===== config.mk =====
export PLATFORM = sky130hd
export DESIGN_NAME = riscv_fetch_align_fifo
export DESIGN_NICKNAME = d
export VERILOG_FILES = /design/src/rtl/riscv_fetch_align_fifo.sv
export SDC_FILE = /design/constraint.sdc
export NUM_CORES = 1
export LEC_CHECK = 0
export ABC_AREA = 1
export CORE_AREA = 8 8 286 150
export DETAILED_ROUTE_END_ITERATION = 8
export DIE_AREA = 0 0 294 158
export GPL_TIMING_DRIVEN = 0
export SYNTH_ARGS = -nofsm -noshare
export SYNTH_HDL_FRONTEND = slang
export SYNTH_SLANG_ARGS = --single-unit

===== constraint.sdc =====
create_clock -name clk -period 9.35 [get_ports clk]
set_input_delay 1.87 -clock clk [delete_from_list [all_inputs] [get_ports clk]]
set_output_delay 1.87 -clock clk [all_outputs]
set_load 0.05 [all_outputs]

===== src/rtl/riscv_fetch_align_fifo.sv =====
// Prefetch FIFO with 16/32-bit instruction realignment for the fetch stage.
// Keeps up to MAX_OUTSTANDING memory requests in flight and tags the stream with the last redirect's DIFT tag.
module riscv_fetch_align_fifo #(
  parameter int unsigned DEPTH           = 4,
  parameter int unsigned MAX_OUTSTANDING = 2,
  parameter int unsigned TAG_WIDTH       = 1
) (
  input  logic                 clk,
  input  logic                 rst_n,
  input  logic                 req_i,
  input  logic                 branch_i,
  input  logic [31:0]          branch_addr_i,
  input  logic [TAG_WIDTH-1:0] branch_tag_i,
  output logic                 instr_req_o,
  output logic [31:0]          instr_addr_o,
  input  logic                 instr_gnt_i,
  input  logic                 instr_rvalid_i,
  input  logic [31:0]          instr_rdata_i,
  output logic                 valid_o,
  input  logic                 ready_i,
  output logic [31:0]          rdata_o,
  output logic [31:0]          addr_o,
  output logic                 is_compressed_o,
  output logic [TAG_WIDTH-1:0] tag_o,
  output logic                 busy_o
);

  localparam int unsigned AW = $clog2(DEPTH);
  localparam int unsigned CW = AW + 1;

  logic [31:0]          mem_data [DEPTH];
  logic [29:0]          mem_addr [DEPTH];
  logic [AW-1:0]        rd_ptr, wr_ptr;
  logic [CW-1:0]        count, outstanding, discard, out_next;
  logic                 started, offset;
  logic [29:0]          fetch_word, resp_word;
  logic [TAG_WIDTH-1:0] tag;

  logic        gnt_ok, rsp_ok, drop, push, pop, consume;
  logic        avail, comp;
  logic [31:0] w0, w1, inst;
  logic [29:0] a0;
  logic        unused_bit0;

  assign unused_bit0 = branch_addr_i[0];

  // Credit check counts in-flight requests so a returning word always has a free slot.
  assign instr_req_o  = req_i & started & ~branch_i
                      & (({1'b0, count} + {1'b0, outstanding}) < (CW+1)'(DEPTH))
                      & (outstanding < CW'(MAX_OUTSTANDING));
  assign instr_addr_o = {fetch_word, 2'b00};

  assign gnt_ok   = instr_req_o & instr_gnt_i;
  assign rsp_ok   = instr_rvalid_i & (outstanding != '0);
  assign drop     = rsp_ok & (discard != '0);
  assign push     = rsp_ok & ~drop & ~branch_i;
  assign out_next = outstanding + CW'(gnt_ok) - CW'(rsp_ok);

  assign w0 = mem_data[rd_ptr];
  assign w1 = mem_data[rd_ptr + AW'(1)];
  assign a0 = mem_addr[rd_ptr];

  always_comb begin
    inst  = w0;
    comp  = 1'b0;
    avail = 1'b0;
    if (!offset) begin
      inst  = w0;
      comp  = (w0[1:0] != 2'b11);
      avail = (count != '0);
    end else begin
      comp  = (w0[17:16] != 2'b11);
      inst  = comp ? {16'h0000, w0[31:16]} : {w1[15:0], w0[31:16]};
      avail = comp ? (count != '0) : (count >= CW'(2));
    end
  end

  assign valid_o         = avail & ~branch_i;
  assign consume         = valid_o & ready_i;
  // A word is retired once its upper halfword has been used.
  assign pop             = consume & (offset | ~comp);
  assign rdata_o         = valid_o ? inst : '0;
  assign addr_o          = valid_o ? {a0, offset, 1'b0} : '0;
  assign is_compressed_o = valid_o & comp;
  assign tag_o           = tag;
  assign busy_o          = (outstanding != '0);

  always_ff @(posedge clk) begin
    if (push) begin
      mem_data[wr_ptr] <= instr_rdata_i;
      mem_addr[wr_ptr] <= resp_word;
    end
  end

  always_ff @(posedge clk) begin
    if (!rst_n) begin
      rd_ptr      <= '0;
      wr_ptr      <= '0;
      count       <= '0;
      outstanding <= '0;
      discard     <= '0;
      started     <= 1'b0;
      offset      <= 1'b0;
      fetch_word  <= '0;
      resp_word   <= '0;
      tag         <= '0;
    end else begin
      outstanding <= out_next;
      if (gnt_ok) fetch_word <= fetch_word + 30'd1;
      if (branch_i) begin
        // Everything still in flight after this cycle belongs to the old stream.
        started    <= 1'b1;
        fetch_word <= branch_addr_i[31:2];
        resp_word  <= branch_addr_i[31:2];
        offset     <= branch_addr_i[1];
        tag        <= branch_tag_i;
        discard    <= out_next;
        count      <= '0;
        rd_ptr     <= '0;
        wr_ptr     <= '0;
      end else begin
        if (drop) discard <= discard - CW'(1);
        if (push) begin
          wr_ptr    <= wr_ptr + AW'(1);
          resp_word <= resp_word + 30'd1;
        end
        if (pop) rd_ptr <= rd_ptr + AW'(1);
        if (consume) offset <= offset ^ comp;
        count <= count + CW'(push) - CW'(pop);
      end
    end
  end

  a_no_push_full: assert property (@(posedge clk) disable iff (!rst_n)
    !(push && count == CW'(DEPTH)));

endmodule


== After elaboration in Yosys (flattened, before gate mapping) ==
Memories as Yosys holds them, arrays and structs flattened. A register that Yosys moved wholly into a read port is not among the register bits.
Index checks and enable logic that the tools add are counted.
Widths: inputs -> output; s select.

* Register bits after elaboration: 76
* Bits in writable memories: 248
* Output and inout bits: 101
* Logic and storage cells: 75
* Memories: 2

{| class="wikitable"
|+ Memories
! memory !! depth !! bits a word !! read ports !! clocked after Yosys merged registers in !! wr ports !! RTL line !! RTL
|-
| mem_data || 4 || 32 || 2 || 1 || 1 || 31 || <nowiki>logic [31:0] mem_data [DEPTH];</nowiki>
|-
| mem_addr || 4 || 30 || 1 || 1 || 1 || 32 || <nowiki>logic [29:0] mem_addr [DEPTH];</nowiki>
|}

* Add/sub/neg operators: 10
* $lt $le $gt $ge: 3
* Equal/unequal tests: 2
* Multiplexer cells: 21
* Bitwise logic cells: 19
* Reductions and logical operators: 8

{| class="wikitable"
|+ Operator list
! operator !! number
|-
| $mux 32 || 4
|-
| $mux 30 || 4
|-
| $add 30x1->30 const B || 2
|-
| $and 1x1->1 || 13
|-
| $reduce_bool 3->1 || 3
|-
| $mux 2 || 4
|-
| $reduce_bool 2->1 || 4
|-
| $mux 1 || 7
|-
| $add 3x1->3 || 2
|-
| $mux 3 || 2
|-
| $sub 3x1->3 || 2
|-
| $add 2x1->2 const B || 2
|-
| $add 3x3->4 || 1
|-
| $lt 4x3->1 const B || 1
|-
| $ne 2x2->1 const B || 2
|-
| $not 1->1 || 4
|-
| $ge 3x2->1 const B || 1
|-
| $lt 3x2->1 const B || 1
|-
| $sub 3x1->3 const B || 1
|-
| $reduce_or 2->1 || 1
|-
| $or 1x1->1 || 1
|-
| $xor 1x1->1 || 1
|}

== Logic depth before layout (Yosys ltp) ==
Gate-level depths: netlist of run 1.

* Depth after elaboration: 8
* Mapped depth: 19
* Gate-level depth less buffers: 17

== Worst setup path before layout of run 1 ==
Ideal clock, no wire load.

* Path kind: input-to-reg
* Start: input port instr_rvalid_i
* End: memory mem_addr[0][0], enable pin
* Setup time: 0.482 ns
* Arrival: 5.088 ns
* Setup slack: 3.780 ns
* Stages: 6
* Path buffers: 0
* Cells stage by stage: nand2_1 -> inv_1 -> nand2_1 -> nor2_2 -> inv_2 -> nor2_1

* Word-level cells in the longest chain between the ends: 7

{| class="wikitable"
|+ Ends and longest elaborated chain
! element !! RTL line !! RTL
|-
| start: declaration || 17 || <nowiki>input logic instr_rvalid_i,</nowiki>
|-
| $and 1x1->1 (*) || 54 || <nowiki>assign rsp_ok = instr_rvalid_i & (outstanding != '0);</nowiki>
|-
| $and 1x1->1 || 55 || <nowiki>assign drop = rsp_ok & (discard != '0);</nowiki>
|-
| $not 1->1 || 56 || <nowiki>assign push = rsp_ok & ~drop & ~branch_i;</nowiki>
|-
| $and 1x1->1 (*) (2 in a row) || 56 ||
|-
| $mux 1 (*) || 89 || <nowiki>if (push) begin</nowiki>
|-
| $mux 1 (implied by the code) (*) || 91 || <nowiki>mem_addr[wr_ptr] <= resp_word;</nowiki>
|-
| end: declaration || 32 ||
|}

Mark *: on every way between the ends. The rest lies on a longest branch, timed or not.

== Worst setup path in the final report of run 1 ==
* Start: input port branch_i
* End: output port addr_o[6]

* Word-level cells in the longest chain between the ends: 3

{| class="wikitable"
|+ Ends and longest elaborated chain
! element !! RTL line !! RTL
|-
| start: declaration || 11 || <nowiki>input logic branch_i,</nowiki>
|-
| $not 1->1 || 78 || <nowiki>assign valid_o = avail & ~branch_i;</nowiki>
|-
| $and 1x1->1 || 78 ||
|-
| $mux 32 || 83 || <nowiki>assign addr_o = valid_o ? {a0, offset, 1'b0} : '0;</nowiki>
|-
| end: declaration || 22 || <nowiki>output logic [31:0] addr_o,</nowiki>
|}

Every way passes these cells.

==> impl_metrics.toml, run 1 <==
[outcome]
outcome = "finished clean"

[sta]
finalHoldViolations = 0
timing_max_transition_violations_final = 0
setup_viol = 0
timing.final.ws_setup_ns = 3.20
finalCriticalPeriod_ns = 6.15
clock-skew-final_ns = 0.00964
worst_hold_slack_ns = 0.471
timing.slew.headroom_pct = 30.1
rsz0062_at_grt = "false"
finalCritPeriodShare_pct = 65.8
max_slew.worst_pin.slew_ns = 1.04
finalSetupTns_ns = 0
max_clock_freq_mhz = 162

[synthesis]
synth.top_cells.by_area = "sky130_fd_sc_hd__edfxtp_1 (49%), sky130_fd_sc_hd__dfxtp_1 (10%), sky130_fd_sc_hd__nor2_1 (6.8%)"
synth.largest_area_cell = "sky130_fd_sc_hd__edfxtp_1"
ys_seq_elements = 326
synthDistinctLibCells = 46
synthesis.instances = 1638
synth-seq-area-share_pct = 58.7
yosys_warnings = 0
yosys_most_used_dff = "sky130_fd_sc_hd__edfxtp_1"
syn-cell-area_um2 = 15300
post_synth.cell_area_avg_um2 = 9.37
synth-edff-count = 248
synth_top_cell_area_share_pct = 48.5
synthArstFlopShare_pct = 0

[cells_and_area]
finish.instance_area_um2 = 19000
insertedDiodeCount = 0
post_route_cells_drive_above_1_share_pct = 7.05
nFillCells = 3657
flow.area_growth_from_synthesis_pct = 23.7
final_net_count = 1939

[clock_network]
postCtsSetupRepairBufs = 0
clock-sinks = 326
cts-resized-gates = 0
post_cts_hold_buffer_count = 0
cts.htree.levels = 1
cts.root.buffer_cell = "sky130_fd_sc_hd__clkbuf_16"
cts_tree = "yes"
clk_path_buf_depth = 3
clkLatencyLatePin_ns = 0.58
worst_setup_hold_path_clk_slew_ns = 0.06
cts_buffers = 31

[global_routing]
gr-usage-all-layers_pct = 22.4
grt_max_degree = 30
antenna_found_initial = 0
wire_length_of_the_first_global_routing_pass_um = 78600
grt_pass1_vias = 12152
grt_remaining_overflow = 0

[die]
top_level_ports = 173
overall_die_height_um = 158
design.die.area_um2 = 46500
rows = 52
die_x_um = 294
core_area_um2 = 39200
initial_utilization_pct = 39.1

[worst_setup_path]
cell_count_of_the_worst_reg_to_reg_path = 15
rrSetupSlack_ns = 5.69
worst_r2r_endpoint = "count[2]$_SDFF_PP0_"
critical_path.startpoint_type = "input pin"
critPathCaptureType = "output port"
critPathKind = "input pin to output port"
worst-endpoint-arrival_ns = 4.28
worst_setup_path_startpoint = "branch_i"
critPathRequiredTime_ns = 7.48
critical_path.endpoint = "addr_o[6]"
worstPathMaxFanout = 10

[placement]
place_ws_ns = 3.22
number_of_buffers_inserted_by_port_buffering = 167
area_of_placed_instances_um2 = 17900
dp.final_hpwl_um = 40100
place_congestion = 1.00

[power_and_ir_drop]
leakagePower_nw = 6.77
power_density_nw_per_um2 = 186
vdd.ir_drop.worst_uv = 133

[run]
cap_viol_max_count = 0

[detailed_routing]
post-route-drc-count = 0
drt_wl_total_um = 54100
wire_per_inst_um = 22.4
drt_first_iter_violations = 1852
drt.antenna.violating_nets = 0
via_per_inst = 5.50
vias = 13265
drt_pre_antenna_iters = 6

[hold_path]
worst_hold_path_type = "flop to flop"
[how the worst min path moves through the flow]
stage                     slack, ns              endpoint  cells after the start                  from
after global placement         0.45    tag_o$_SDFFE_PN0P_                      2    tag_o$_SDFFE_PN0P_
after detailed placement       0.46    tag_o$_SDFFE_PN0P_                      2    tag_o$_SDFFE_PN0P_
after CTS                      0.48    tag_o$_SDFFE_PN0P_                      2    tag_o$_SDFFE_PN0P_
after floorplan                0.43  started$_SDFFE_PN0P_                      2  started$_SDFFE_PN0P_
final                          0.47    tag_o$_SDFFE_PN0P_                      2    tag_o$_SDFFE_PN0P_
after global routing           0.49    tag_o$_SDFFE_PN0P_                      2    tag_o$_SDFFE_PN0P_
[critical path: stages]
cell	delay (ns)
sky130_fd_sc_hd__clkdlybuf4s50_1	0.50
sky130_fd_sc_hd__inv_2	0.19
sky130_fd_sc_hd__nand3_2	0.15
sky130_fd_sc_hd__buf_6	0.19
sky130_fd_sc_hd__buf_6	0.16
sky130_fd_sc_hd__a21oi_1	0.33
sky130_fd_sc_hd__clkdlybuf4s50_1	0.89
[layout make-up]
cell class	count	area, um^2	area share [%]
well taps	540	676	3.56
inverters	128	483	2.54
multi-input cells	1100	5450	28.7
plain buffers	86	437	2.30
repair buffers	175	1840	9.69
clock inverters	27	310	1.63
flip-flops and latches	326	9010	47.5
clock buffers	31	776	4.09
[layer usage]
layer	share of wire, %	vias to the layer above	GRT usage [%]
met5	0	-	0
met4	1.4	0	3.67
met2	38	712	29.3
li1	-	6111	-
met3	13	60	7.83
met1	47	6382	35.0
[cell usage after synthesis, types with 28 or more instances]
| cell | instances |
|---|---|
| sky130_fd_sc_hd__nor2_1 | 280 |
| sky130_fd_sc_hd__nand2_1 | 255 |
| sky130_fd_sc_hd__edfxtp_1 | 248 |
| sky130_fd_sc_hd__o21ai_0 | 153 |
| sky130_fd_sc_hd__inv_1 | 122 |
| sky130_fd_sc_hd__a21oi_1 | 113 |
| sky130_fd_sc_hd__dfxtp_1 | 78 |
| sky130_fd_sc_hd__nand3_1 | 64 |
| sky130_fd_sc_hd__clkbuf_1 | 46 |
| sky130_fd_sc_hd__o22ai_1 | 42 |
| sky130_fd_sc_hd__a211oi_1 | 28 |
| sky130_fd_sc_hd__nor3_1 | 28 |
[cells by family after synthesis]
family                     Yosys count  share of synthesized area, %
DFF                                326                          58.7
other                                1                        0.0244
AOI/OAI and AO/OA                  384                          14.2
buffers and inverters              214                          5.99
and+or+nand+nor                    671                          18.1
xor gates and xnor gates            23                          1.31
adders and majority gates           19                          1.65
[registers in the layout (all words and copies together) (netlist names), named ones only]
signal       count
wr_ptr           2
outstanding      3
started          1
tag_o            1
mem_addr       120
count            3
rd_ptr           2
discard          3
offset           1
mem_data       128
fetch_word      30
resp_word       30
[metrics by stage]
| step | std cells | power, mW | util [%] |
|---|---|---|---|
| 2_1_floorplan | 1640 | 2.00 | - |
| 3_3_place_gp | 2347 | 2.20 | 45.1 |
| 3_5_place_dp | 2355 | 2.21 | 45.6 |
| 4_1_cts | 2413 | 3.55 | 48.4 |
| 5_1_grt | 2413 | 3.66 | 48.4 |
| 6_report | 2413 | 3.54 | 48.4 |
[power by group]
group / internal, mW / switching, mW / total (mW)
Sequential: 1.63 / 0.0631 / 1.69
Clock: 0.756 / 0.594 / 1.35
Combinational: 0.164 / 0.336 / 0.499
[cell usage in the layout, fill, tap and decap left out, types with 28 or more instances in the layout]
master	n
sky130_fd_sc_hd__a211oi_1	28
sky130_fd_sc_hd__a21oi_1	113
sky130_fd_sc_hd__clkbuf_1	46
sky130_fd_sc_hd__clkbuf_16	31
sky130_fd_sc_hd__clkdlybuf4s50_1	167
sky130_fd_sc_hd__dfxtp_1	78
sky130_fd_sc_hd__edfxtp_1	248
sky130_fd_sc_hd__inv_1	122
sky130_fd_sc_hd__nand2_1	255
sky130_fd_sc_hd__nand3_1	64
sky130_fd_sc_hd__nor2_1	276
sky130_fd_sc_hd__nor3_1	28
sky130_fd_sc_hd__o21ai_0	153
sky130_fd_sc_hd__o22ai_1	42
No activity file was read; power rests on OpenSTA's default activity.
==> inputs of run 2 (changes only) <==
==> constraint.sdc (replaced) <==
create_clock -name clk -period 6.2 [get_ports clk]
set_input_delay 1.24 -clock clk [delete_from_list [all_inputs] [get_ports clk]]
set_output_delay 1.24 -clock clk [all_outputs]
set_load 0.05 [all_outputs]
==> results of run 2 <==
Same layout as run 1 (identical final DEF). Status: finished clean.
Main changes from that run: setup slack after placement 3.22 ns -> 1.33 ns; clock-pin slew on the worst setup and hold paths 0.06 ns -> 0.07 ns; setup slack after layout 3.20 ns -> 1.18 ns; end point of the critical path addr_o[6] -> rdata_o[12]; register-to-register setup slack 5.69 ns -> 2.54 ns; total power 3.54 mW -> 5.34 mW; worst IR drop on VDD 133 uV -> 201 uV
